File: src/rtl/fsm_seq_pkg.sv
// Shared types and defaults for the input-code sweep sequencer.
// Holds the state encoding, code width and default counter widths.
package fsm_seq_pkg;

    localparam int CODE_W      = 3;
    localparam int DWELL_W_DEF = 8;
    localparam int CNT_W_DEF   = 8;

    typedef enum logic [1:0] {
        ST_IDLE   = 2'd0,
        ST_DWELL  = 2'd1,
        ST_REPORT = 2'd2,
        ST_FINISH = 2'd3
    } seq_state_t;

    // Codes wrap modulo 8, so a sweep may run 6,7,0,1.
    function automatic logic [CODE_W-1:0] next_code(input logic [CODE_W-1:0] code);
        return code + CODE_W'(1);
    endfunction

endpackage

File: src/rtl/seq_dwell_timer.sv
// Dwell down-counter: load sets the length (0 treated as 1), expire flags
// the final enabled cycle of the dwell.
module seq_dwell_timer
    import fsm_seq_pkg::*;
#(
    parameter int DWELL_W = DWELL_W_DEF
) (
    input  logic               clk,
    input  logic               rst,
    input  logic               load,
    input  logic               en,
    input  logic [DWELL_W-1:0] len,
    output logic               expire
);

    logic [DWELL_W-1:0] r_cnt;

    always_ff @(posedge clk) begin
        if (rst) begin
            r_cnt <= '0;
        end else if (load) begin
            r_cnt <= (len == '0) ? DWELL_W'(1) : len;
        end else if (en && (r_cnt != '0)) begin
            r_cnt <= r_cnt - DWELL_W'(1);
        end
    end

    assign expire = en && (r_cnt == DWELL_W'(1));

endmodule

File: src/rtl/fsm_input_sequencer.sv
// Sweeps a 3-bit code into a controlled FSM, counting cycles its output is
// high per code, and hands each count out through a valid/ready port.
//
//   state  | meaning
//   IDLE   | waiting for start
//   DWELL  | driving b=cur_code, counting outp high cycles
//   REPORT | result presented, waiting for res_ready
//   FINISH | one-cycle done pulse
module fsm_input_sequencer
    import fsm_seq_pkg::*;
#(
    parameter int DWELL_W = DWELL_W_DEF,
    parameter int CNT_W   = CNT_W_DEF
) (
    input  logic               clk,
    input  logic               rst,
    input  logic               start,
    input  logic               abort,
    input  logic [2:0]         code_lo,
    input  logic [2:0]         code_hi,
    input  logic [DWELL_W-1:0] dwell,
    output logic [3:1]         b,
    input  logic               outp,
    output logic               busy,
    output logic               done,
    output logic               res_valid,
    input  logic               res_ready,
    output logic [2:0]         res_code,
    output logic [CNT_W-1:0]   res_cnt
);

    seq_state_t          r_state;
    seq_state_t          w_state_nxt;
    logic [CODE_W-1:0]   r_cur_code;
    logic [CODE_W-1:0]   r_code_hi;
    logic [DWELL_W-1:0]  r_dwell;
    logic [CNT_W-1:0]    r_hi_cnt;

    logic                w_accept;
    logic                w_handshake;
    logic                w_last_code;
    logic                w_advance;
    logic                w_expire;
    logic                w_timer_load;
    logic [DWELL_W-1:0]  w_timer_len;

    assign w_accept     = (r_state == ST_IDLE) && start && !abort;
    assign w_handshake  = (r_state == ST_REPORT) && res_ready && !abort;
    assign w_last_code  = (r_cur_code == r_code_hi);
    assign w_advance    = w_handshake && !w_last_code;
    assign w_timer_load = w_accept || w_advance;
    assign w_timer_len  = (r_state == ST_IDLE) ? dwell : r_dwell;

    seq_dwell_timer #(
        .DWELL_W (DWELL_W)
    ) u_timer (
        .clk    (clk),
        .rst    (rst),
        .load   (w_timer_load),
        .en     (r_state == ST_DWELL),
        .len    (w_timer_len),
        .expire (w_expire)
    );

    always_ff @(posedge clk) begin
        if (rst) begin
            r_state <= ST_IDLE;
        end else begin
            r_state <= w_state_nxt;
        end
    end

    always_comb begin
        w_state_nxt = r_state;
        case (r_state)
            ST_IDLE:   if (w_accept) w_state_nxt = ST_DWELL;
            ST_DWELL:  if (w_expire) w_state_nxt = ST_REPORT;
            ST_REPORT: if (w_handshake) w_state_nxt = w_last_code ? ST_FINISH : ST_DWELL;
            ST_FINISH: w_state_nxt = ST_IDLE;
            default:   w_state_nxt = ST_IDLE;
        endcase
        // Abort wins over start and handshake, and skips the done pulse.
        if (abort) w_state_nxt = ST_IDLE;
    end

    always_ff @(posedge clk) begin
        if (rst) begin
            r_cur_code <= '0;
            r_code_hi  <= '0;
            r_dwell    <= '0;
            r_hi_cnt   <= '0;
        end else if (w_accept) begin
            r_cur_code <= code_lo;
            r_code_hi  <= code_hi;
            r_dwell    <= dwell;
            r_hi_cnt   <= '0;
        end else if (w_advance) begin
            r_cur_code <= next_code(r_cur_code);
            r_hi_cnt   <= '0;
        end else if ((r_state == ST_DWELL) && outp && (r_hi_cnt != '1)) begin
            r_hi_cnt <= r_hi_cnt + CNT_W'(1);
        end
    end

    // Outputs decode registered state only; nothing passes through from inputs.
    assign b         = (r_state == ST_DWELL) ? r_cur_code : '0;
    assign busy      = (r_state != ST_IDLE);
    assign done      = (r_state == ST_FINISH);
    assign res_valid = (r_state == ST_REPORT);
    assign res_code  = (r_state == ST_REPORT) ? r_cur_code : '0;
    assign res_cnt   = (r_state == ST_REPORT) ? r_hi_cnt : '0;

endmodule

File: config.mk
export PLATFORM = sky130hd
export DESIGN_NAME = fsm_input_sequencer
export DESIGN_NICKNAME = d
export VERILOG_FILES = /design/src/rtl/fsm_seq_pkg.sv /design/src/rtl/seq_dwell_timer.sv /design/src/rtl/fsm_input_sequencer.sv
export SDC_FILE = /design/constraint.sdc
export NUM_CORES = 1
export LEC_CHECK = 0
export ABC_AREA = 0
export BUFFER_PORTS_ARGS = -buffer_cell sky130_fd_sc_hd__buf_2
export CAP_MARGIN = 25
export CORE_AREA = 3 3 59 72
export CTS_CLUSTER_DIAMETER = 40
export DETAILED_ROUTE_END_ITERATION = 10
export DIE_AREA = 0 0 62 75
export PLACE_DENSITY = 0.72
export SLEW_MARGIN = 25
export SYNTH_ARGS = -nofsm -noshare
export SYNTH_HDL_FRONTEND = slang
export SYNTH_SLANG_ARGS = --single-unit
File: constraint.sdc
create_clock -name clk -period 2.4 [get_ports clk]
set_input_delay 0.48 -clock clk [delete_from_list [all_inputs] [get_ports clk]]
set_output_delay 0.48 -clock clk [all_outputs]
set_load 0.05 [all_outputs]
==> flow_summary.yaml <==
run_status:
  status: "finished clean"
synth:
  synth_flop_cell: "dfxtp_1"
  syn_nets: 244
  avgSynthCellArea_um2: 8.22
  synth.distinct_cells: 46
  synth_top_area_share_pct: 35.4
  async_flop_share_pct: 0
  synth_largest_area_cell: "dfxtp_1"
  yosysMostFrequentCell: "nand2_1"
  ys_top_cells_by_area: "dfxtp_1 35%, nand2_1 6.8%, a21oi_1 6.6%"
  yosys_register_bits: 32
  seq_area_frac_synth_pct: 35.4
  synth_edf_count: 0
  synth_cells: 220
  syn_area_um2: 1810
  yosys_warnings: 0
  synthTopCellsByCount: "33 x nand2_1, 32 x dfxtp_1, 24 x a21oi_1"
floorplan:
  fp.dieH_um: 75
  start_util_pct: 49.8
  dieArea_um2: 4650
  fp.dieW_um: 62
  num_rows: 24
  fp.coreArea_um2: 3630
  ios: 37
clock_tree:
  cts_root_buf: "clkbuf_8"
  cts.repair.resized: 0
  clock-sinks: 32
  htreeDepth: 2
  cts_tree: "yes"
  cts_buffers: 5
  clk_latency_ns: 0.29
  path_clk_slew_ns: 0.07
  cts_buffer_depth: 2
  cts_setup_buffers: 0
  hold_buffers: 0
worst_setup_path:
  critPathSlowestCell: "nor2b_1"
  reg2reg_depth: 6
  critPathMaxFanout: 8
  critPathLaunch: "r_state[0]"
  arrival_ns: 1.73
  crit_chain: "nor2b_1, and2_1, buf_2"
  r2r-start: "r_state[0]"
  r2r_slack_ns: 0.46
  worstSetupPathType: "reg -> out"
  critical_path_required_ns: 1.92
  slowest_delay_ns: 0.53
  endpoint_kind: "output port"
  start_kind: "flop"
power_and_ir_drop:
  p_seq_share_pct: 44.9
  ir_worst_vdd_mv: 0.451
  p_leak_nw: 0.853
  clkPwrFrac_pct: 40.7
  power_switching_mw: 0.350
  internal_power_mw: 0.944
  p_comb_share_pct: 14.3
  p_sw_share_pct: 27.0
  power_density_nw_per_um2: 605
flow_run:
  drv_cap: 0
timing:
  setup_slack_ns: 0.194
  final.setup.tns_ns: 0
  slew_headroom_pct: 57.6
  hold_viol: 0
  setup_viol: 0
  drv_slew: 0
  period_share_pct: 91.9
  clock.fmax_mhz: 453
  post-route-min-period_ns: 2.21
  clock_skew_ns: 0.00486
  worstMarginPinSlew_ns: 0.634
  rsz0062_at_grt: "false"
finish:
  n_fill_cell: 358
  diodes: 0
  fin_area_um2: 2140
  area_delta_synth_final_pct: 18.2
  nNetsFinal: 279
  drive_gt1_share_pct: 22.3
place:
  place_congestion: 0.871
  dp_hpwl_mm: 2.82
  portBuffers: 36
  dp_slack_ns: 0.368
  dpl_cell_area_um2: 2030
detailed_routing:
  wl_per_cell_um: 12.9
  vias: 1634
  antenna_left: 0
  drtIter0Drc: 77
  route.detailed.drc: 0
  firstDrtPassIters: 4
  viasPerCell: 5.31
  totalWireLength_mm: 3.97
min_path:
  hold_path_class: "in -> reg"
  min_from: "code_hi[0]"
  holdPathStages: 3
global_route:
  gr-usage-all-layers_pct: 19.7
  grt_pass1_vias: 1553
  grt_max_degree: 27
  overflow: 0
  antenna_found_initial: 0
  grt_pass1_wl_mm: 6.82
[state kept, by name (all words and copies together), names as in the netlist]
name           flops
r_dwell            8
r_hi_cnt           8
u_timer.r_cnt      8
r_code_hi          3
r_cur_code         3
r_state            2
[worst paths after layout]
| kind | end |
|---|---|
| max | b[1] |
| min | r_code_hi[0] |
| max reg2reg | u_timer.r_cnt[3] |
| min reg2reg | r_dwell[0] |
[layout make-up]
cell class	count	area (um2)	share of cell area [%]
multi-input combinational	173	1100	51.7
sequential	32	641	30.0
timing repair buffer	38	195	9.13
clock buffer	5	68.8	3.22
tap	52	65.1	3.04
clock inverter	3	42.5	1.99
inverter	5	21.3	0.995
[cell usage in the layout (no fill, tap or decap), types with 2 or more instances in the layout]
cell type,n
xnor2_1,8
nor3_1,5
or3_1,4
inv_1,4
a311oi_1,2
nand2b_1,2
ha_1,4
xor2_1,2
nor2_1,18
mux2i_1,8
nor4_1,3
clkbuf_8,5
a211oi_1,4
buf_4,2
nand3_1,8
mux2_2,3
buf_2,36
a21oi_1,24
dfxtp_1,32
and2_1,16
nand2_1,33
o22a_1,2
a311o_1,2
nor2b_1,4
o21ai_0,2
[critical path: cells and delay by family, from the launching register on]
kind          cells  cell delay [ns]
buf+inv           1             0.26
simple gates      2             0.74
flops             1             0.44
[power by group through the flow]
stage          clock [mW]  combinational (mW)  sequential [mW]
2_1_floorplan           0               0.140            0.587
3_3_place_gp            0               0.184            0.593
3_5_place_dp            0               0.183            0.593
4_1_cts             0.539               0.187            0.581
5_1_grt             0.556               0.210            0.585
6_report            0.527               0.186            0.581
[per-layer routing]
metal	GRT usage, %	part of all wire (%)	vias to the layer above
li1	-	-	844
met1	23.7	45	751
met3	4.12	4.0	8
met4	9.67	2.4	0
met2	32.5	49	31
met5	0	0	-
[stage by stage]
stage | power, mW | std cells | hold WS, ns | util [%]
global route | 1.35 | 308 | 0.440 | 58.8
CTS | 1.31 | 308 | 0.415 | 58.8
global placement | 0.777 | 300 | 0.442 | 55.8
finish | 1.29 | 308 | 0.422 | 58.8
detailed placement | 0.776 | 300 | 0.449 | 55.8
floorplan | 0.727 | 220 | 0.435 | -
[cells by family after synthesis]
family,count (synthesis),share of synthesized area (%)
flops,32,35.4
fa+ha+maj,4,2.77
simple gates,103,30.5
xor+xnor,10,4.84
compound gates,45,16.7
buf+inv,15,3.53
mux,11,6.29
No activity file was read; power rests on OpenSTA's default activity.
